===== config.mk =====
export PLATFORM = sky130hd
export DESIGN_NAME = move_controller
export DESIGN_NICKNAME = d
export VERILOG_FILES = /design/src/rtl/move_controller.sv
export SDC_FILE = /design/constraint.sdc
export NUM_CORES = 1
export LEC_CHECK = 0
export BUFFER_PORTS_ARGS = -buffer_cell sky130_fd_sc_hd__buf_2
export CAP_MARGIN = 20
export CELL_PAD_IN_SITES_DETAIL_PLACEMENT = 1
export CELL_PAD_IN_SITES_GLOBAL_PLACEMENT = 2
export CORE_UTILIZATION = 34
export DETAILED_ROUTE_END_ITERATION = 7
export PLACE_DENSITY = 0.87
export SYNTH_ARGS = -nofsm -noshare
export SYNTH_HDL_FRONTEND = slang
export SYNTH_SLANG_ARGS = --single-unit
export TNS_END_PERCENT = 20

===== constraint.sdc =====
create_clock -name clk -period 8.86 [get_ports clk]
set_input_delay 0.886 -clock clk [delete_from_list [all_inputs] [get_ports clk]]
set_output_delay 0.886 -clock clk [all_outputs]
set_load 0.005 [all_outputs]

===== src/rtl/move_controller.sv =====
// Move sequencer for a chess board: accepts one move request, pre-checks it,
// consults an external combinational validator on a side-oriented view, and commits legal moves.
module move_controller #(
    parameter logic [3:0] EMPTY = 4'd15
) (
    input  logic                  clk,
    input  logic                  reset_n,
    input  logic                  new_game,
    input  logic                  req_valid,
    output logic                  req_ready,
    input  logic [2:0]            req_old_x,
    input  logic [2:0]            req_old_y,
    input  logic [2:0]            req_new_x,
    input  logic [2:0]            req_new_y,
    output logic [2:0]            v_old_x,
    output logic [2:0]            v_old_y,
    output logic [2:0]            v_new_x,
    output logic [2:0]            v_new_y,
    output logic [3:0]            v_piece_type,
    output logic [7:0][7:0][3:0]  v_board,
    output logic                  v_valid_input,
    input  logic                  v_valid_move,
    input  logic                  v_valid_output,
    output logic [7:0][7:0][3:0]  board_out,
    output logic                  turn,
    output logic                  rsp_valid,
    output logic [1:0]            rsp_code,
    output logic [3:0]            captured,
    output logic                  game_over
);

    typedef enum logic [2:0] {
        S_IDLE     = 3'd0,
        S_CHECK    = 3'd1,
        S_VALIDATE = 3'd2,
        S_COMMIT   = 3'd3,
        S_RESP     = 3'd4
    } state_e;

    function automatic logic [7:0][7:0][3:0] init_board();
        logic [7:0][7:0][3:0] b;
        logic [7:0][3:0]      back;
        back = {4'd0, 4'd1, 4'd2, 4'd4, 4'd3, 4'd2, 4'd1, 4'd0};
        for (int y = 0; y < 8; y++) begin
            for (int x = 0; x < 8; x++) begin
                b[y][x] = EMPTY;
            end
        end
        for (int x = 0; x < 8; x++) begin
            b[7][x] = back[x];
            b[6][x] = 4'd5;
            b[1][x] = 4'd11;
            b[0][x] = back[x] + 4'd6;
        end
        return b;
    endfunction

    function automatic logic owned(input logic [3:0] code, input logic side);
        return side ? ((code >= 4'd6) && (code <= 4'd11)) : (code <= 4'd5);
    endfunction

    state_e               state_q, state_d;
    logic [7:0][7:0][3:0] board_q, board_d;
    logic                 turn_q, turn_d;
    logic [2:0]           ox_q, ox_d, oy_q, oy_d, nx_q, nx_d, ny_q, ny_d;
    logic [3:0]           piece_q, piece_d;
    logic [1:0]           rsp_code_q, rsp_code_d;
    logic [3:0]           captured_q, captured_d;
    logic                 game_over_q, game_over_d;

    logic                 accept_s, src_bad_s, dst_bad_s, val_bad_s, is_pawn_s;
    logic [3:0]           dst_code_s;

    // Request acceptance and pre-check / validation verdicts
    always_comb begin
        req_ready  = (state_q == S_IDLE) && !new_game && !game_over_q;
        accept_s   = req_valid && req_ready;
        dst_code_s = board_q[ny_q][nx_q];
        src_bad_s  = !owned(piece_q, turn_q);
        dst_bad_s  = ((ox_q == nx_q) && (oy_q == ny_q)) || owned(dst_code_s, turn_q);
        is_pawn_s  = (piece_q == 4'd5) || (piece_q == 4'd11);
        // Pawns of either side must advance toward lower oriented y
        val_bad_s  = !v_valid_output || !v_valid_move || (is_pawn_s && (v_new_y >= v_old_y));
    end

    // Next-state logic
    always_comb begin
        state_d = state_q;
        if (new_game) begin
            state_d = S_IDLE;
        end else begin
            case (state_q)
                S_IDLE:     state_d = accept_s ? S_CHECK : S_IDLE;
                S_CHECK:    state_d = (src_bad_s || dst_bad_s) ? S_RESP : S_VALIDATE;
                S_VALIDATE: state_d = val_bad_s ? S_RESP : S_COMMIT;
                S_COMMIT:   state_d = S_RESP;
                S_RESP:     state_d = S_IDLE;
                default:    state_d = S_IDLE;
            endcase
        end
    end

    // Datapath next values: request capture, response code, board commit
    always_comb begin
        board_d     = board_q;
        turn_d      = turn_q;
        ox_d        = ox_q;
        oy_d        = oy_q;
        nx_d        = nx_q;
        ny_d        = ny_q;
        piece_d     = piece_q;
        rsp_code_d  = rsp_code_q;
        captured_d  = captured_q;
        game_over_d = game_over_q;
        if (new_game) begin
            board_d     = init_board();
            turn_d      = 1'b0;
            captured_d  = EMPTY;
            game_over_d = 1'b0;
        end else begin
            case (state_q)
                S_IDLE: begin
                    if (accept_s) begin
                        ox_d    = req_old_x;
                        oy_d    = req_old_y;
                        nx_d    = req_new_x;
                        ny_d    = req_new_y;
                        piece_d = board_q[req_old_y][req_old_x];
                    end else begin
                        piece_d = piece_q;
                    end
                end
                S_CHECK: begin
                    if (src_bad_s) begin
                        rsp_code_d = 2'd1;
                    end else if (dst_bad_s) begin
                        rsp_code_d = 2'd2;
                    end else begin
                        rsp_code_d = rsp_code_q;
                    end
                end
                S_VALIDATE: begin
                    if (val_bad_s) begin
                        rsp_code_d = 2'd3;
                    end else begin
                        rsp_code_d = rsp_code_q;
                    end
                end
                S_COMMIT: begin
                    captured_d         = dst_code_s;
                    board_d[ny_q][nx_q] = piece_q;
                    board_d[oy_q][ox_q] = EMPTY;
                    turn_d             = !turn_q;
                    rsp_code_d         = 2'd0;
                    if ((dst_code_s == 4'd4) || (dst_code_s == 4'd10)) begin
                        game_over_d = 1'b1;
                    end else begin
                        game_over_d = game_over_q;
                    end
                end
                default: begin
                    rsp_code_d = rsp_code_q;
                end
            endcase
        end
    end

    // Output decode: oriented validator view and status
    always_comb begin
        v_old_x       = turn_q ? (3'd7 - ox_q) : ox_q;
        v_old_y       = turn_q ? (3'd7 - oy_q) : oy_q;
        v_new_x       = turn_q ? (3'd7 - nx_q) : nx_q;
        v_new_y       = turn_q ? (3'd7 - ny_q) : ny_q;
        v_piece_type  = piece_q;
        v_valid_input = (state_q == S_VALIDATE);
        for (int y = 0; y < 8; y++) begin
            for (int x = 0; x < 8; x++) begin
                v_board[y][x] = turn_q ? board_q[7-y][7-x] : board_q[y][x];
            end
        end
        board_out = board_q;
        turn      = turn_q;
        rsp_valid = (state_q == S_RESP);
        rsp_code  = rsp_code_q;
        captured  = captured_q;
        game_over = game_over_q;
    end

    // State and datapath registers with synchronous active-low reset
    always_ff @(posedge clk) begin
        if (!reset_n) begin
            state_q     <= S_IDLE;
            board_q     <= init_board();
            turn_q      <= 1'b0;
            ox_q        <= 3'd0;
            oy_q        <= 3'd0;
            nx_q        <= 3'd0;
            ny_q        <= 3'd0;
            piece_q     <= EMPTY;
            rsp_code_q  <= 2'd0;
            captured_q  <= EMPTY;
            game_over_q <= 1'b0;
        end else begin
            state_q     <= state_d;
            board_q     <= board_d;
            turn_q      <= turn_d;
            ox_q        <= ox_d;
            oy_q        <= oy_d;
            nx_q        <= nx_d;
            ny_q        <= ny_d;
            piece_q     <= piece_d;
            rsp_code_q  <= rsp_code_d;
            captured_q  <= captured_d;
            game_over_q <= game_over_d;
        end
    end

endmodule


==> metrics <==
Yosys top cell by area dfxtp_1; nature of the critical path endpoint flip-flop; wire length on met2 44900 µm; Skew-Pair Late Insertion Delay 0.54 ns; hold buffers post-CTS 0; Final Hold Fails 0; number of flops mapped to enable cells by yosys 0; worst endpoint required time 9.29 ns; leakage power 0.00852 µW; die height 236 µm; clock tree from TritonCTS done; vias per cell 6.31; number of buffers added on ports 556; number of buffers inserted during clock tree synthesis 35; setup slack, reg-to-reg 5.18 ns; R2R Path Start ny_q[1]; sum of met3 wire segment lengths after detailed routing 11900 µm; Layout area overhead 23.6%; cell area after synthesis 0.0186 mm²; cells along the critical path buf_4 > mux4_2 > and4_1 > nor3_1 > or4b_4 > and4_4 > o21a_4 > o21a_1 > o211a_1; largest net degree at the start of global routing 166; critical path class flip-flop to flip-flop; P per Cell Area 132 mW/mm²; most instantiated library cell after synthesis nand2_1; Design Area, Final 0.0230 mm²; number of warnings printed during yosys synthesis 0; outcome complete, no violations; top cells by area, synth dfxtp_1 (30%), mux4_2 (16%), mux2_2 (16%); sequential-to-total area share from yosys stat 0.304; DP HPWL 72100 µm; number of max-slew violations in the final report 0; via count 19.8k; initial cell density of the core 0.345; wire per inst 31.9 µm; slack of the critical path 5.18 ns; number of standard cells after synthesis 1973; fraction of layout instances using a drive strength above 1 0.435; WL met1 38600 µm; die footprint 0.0558 mm²; fraction of registers with async set or reset after synthesis 0; number of global-route vias before repair 19.6k; Final #Nets 2444; source of the worst hold timing path captured[2]; worst vdd rail ir drop 0.125 mV; cell with the largest stage delay on the worst path dfxtp_4; clock transition at the registers of the reported paths 0.06 ns; horizontal die dimension 236 µm; final weighted congestion in routability-driven placement 0.976; type of element launching the critical path flip-flop; depth of the most critical reg-to-reg path 9; total core area 0.0540 mm²; maximum operating frequency 271 MHz; overflow left after global routing 0; portion of synthesized cell area occupied by the leading cell type 0.304; kind of cell adding the most delay to the critical path simple AND/OR/NAND/NOR gates; synth cell count leaders nand2_1 (288), dfxtp_1 (283), mux2_2 (260), nand3_1 (251), mux4_2 (136); worst-case headroom to the max-slew limit 0.194; transition time at the pin with the least slew margin 1.20 ns; worst hold path depth 2; post-CTS setup-driven buffer insertion count 0; maximum root-to-sink buffer count 3; Worst Clk Skew 0.0210 ns; Syn Nets 1994; critical path's largest stage delay 0.66 ns; post-route total power 3030 µW; minimum setup slack after placement 5.17 ns; final setup violation count 0; Root Buffer Master clkbuf_16; Worst Hold Path EP captured[2]; std cell rows 85; Sum Neg Setup Slack 0 ns; total wirelength of the detailed-routed design 100000 µm; highest metal layer with signal wires met4; clock sink count 283; number of antenna violations at the first check in global routing 2; number of gates resized after CTS 0; number of nets with antenna violations after routing 0; H-tree depth reported by CTS 2; mean instance size in the synthesized netlist 9.45 µm²; WP buf/inv 1; WP data arrival 4.11 ns; unique cell type count in the Yosys netlist 64; critical-path maximum fanout 50; setup repair after global routing missed its margin no; total of max-cap violations 0; post-synthesis sequential element count 283; final critical-path share of the clock period 0.416; wire length of the first global-routing pass 142000 µm; type of the worst min-delay path flip-flop to flip-flop; capture point of the worst reg-to-reg path rsp_code[0]; Placement Cell Area 0.0218 mm²; overall routing resource usage 0.347; Detailed Route Iter0 Violations 2235; total iterations of the first detailed-routing run 5; worst hold-check slack 0.488 ns; final critical delay including setup and external delays 3.68 ns; io pins 557; Remaining DRCs 0; predominant post-synthesis flop cell dfxtp_1
## flip-flops by register name (all words and copies together) (netlist names)
signal and flops:
ox_q 3, v_piece_type 4, oy_q 3, board_out 256
captured 4, nx_q 3, rsp_code 2, game_over 1
state_q 3, ny_q 3, turn 1
## report_power, final
group / switching [µW] / internal [µW]
Clock: 595 / 872
Sequential: 16.8 / 1280
Combinational: 177 / 96.6
Total: 789 / 2240
## layout make-up
type                       instances  area [µm²]
antenna                            2        5.00
tap                              696         871
sequential                       283        5690
clock buffer                      50        1030
clock inverter                    11         113
multi-input combinational       1506       12200
inverter                          10        37.5
timing repair buffer             587        3060
fill                            6307       31000
## cell usage in the layout (no fill, tap or decap), types with 4 or more instances in the layout
cell type,instances
a21oi_1,129
a221oi_1,5
a22oi_1,5
a311oi_1,5
a31oi_1,8
and2_1,6
and3_1,8
buf_2,554
buf_4,28
clkbuf_1,7
clkbuf_16,37
clkbuf_8,6
clkinv_2,7
dfxtp_1,275
dfxtp_4,7
inv_1,9
mux2_2,260
mux2i_1,135
mux4_2,136
nand2_1,288
nand2b_1,5
nand3_1,251
nor2_1,66
nor2b_1,4
nor3_1,5
nor3_2,6
o211ai_1,6
o21ai_0,100
o22ai_1,6
or3_1,5
xor2_1,16
## stage by stage
step	instances	utilization
2_1_floorplan	1973	-
3_3_place_gp	3077	0.404
3_5_place_dp	3079	0.404
4_1_cts	3140	0.425
5_1_grt	3143	0.426
6_report	3145	0.426
## kinds of logic after synthesis
group,synth area share
AND/OR/NAND/NOR,0.162
multiplexers,0.394
flip-flops,0.304
AO/OA/AOI/OAI,0.0848
buffers and inverters,0.0440
XOR/XNOR,0.00893
adder cells (fa/ha/maj),0.00201
## worst max path at each step
| stage | from | to | slack (ns) | cells past startpoint |
|---|---|---|---|---|
| after floorplan | req_old_y[1] | v_piece_type[0] | 5.41 | 8 |
| after global placement | ny_q[0] | rsp_code[0] | 5.22 | 10 |
| after detailed placement | ny_q[0] | rsp_code[0] | 5.17 | 9 |
| after CTS | ny_q[0] | rsp_code[0] | 5.15 | 9 |
| after global routing | ny_q[1] | rsp_code[0] | 5.06 | 9 |
| final | ny_q[1] | rsp_code[0] | 5.18 | 9 |
## layer usage
metal,GRT usage,vias to the layer above
li1,-,8224
met1,0.446,9951
met2,0.542,1364
met3,0.0996,302
met4,0.152,0
met5,0,-
## worst register-to-register path: cells and delay by family, from the launching register on
kind	cells	cell delay [ns]
flops	1	0.66
simple gates	4	1.12
mux	1	0.58
buf+inv	1	0.64
compound gates	3	0.58
Power figures use the tool's default switching activity.
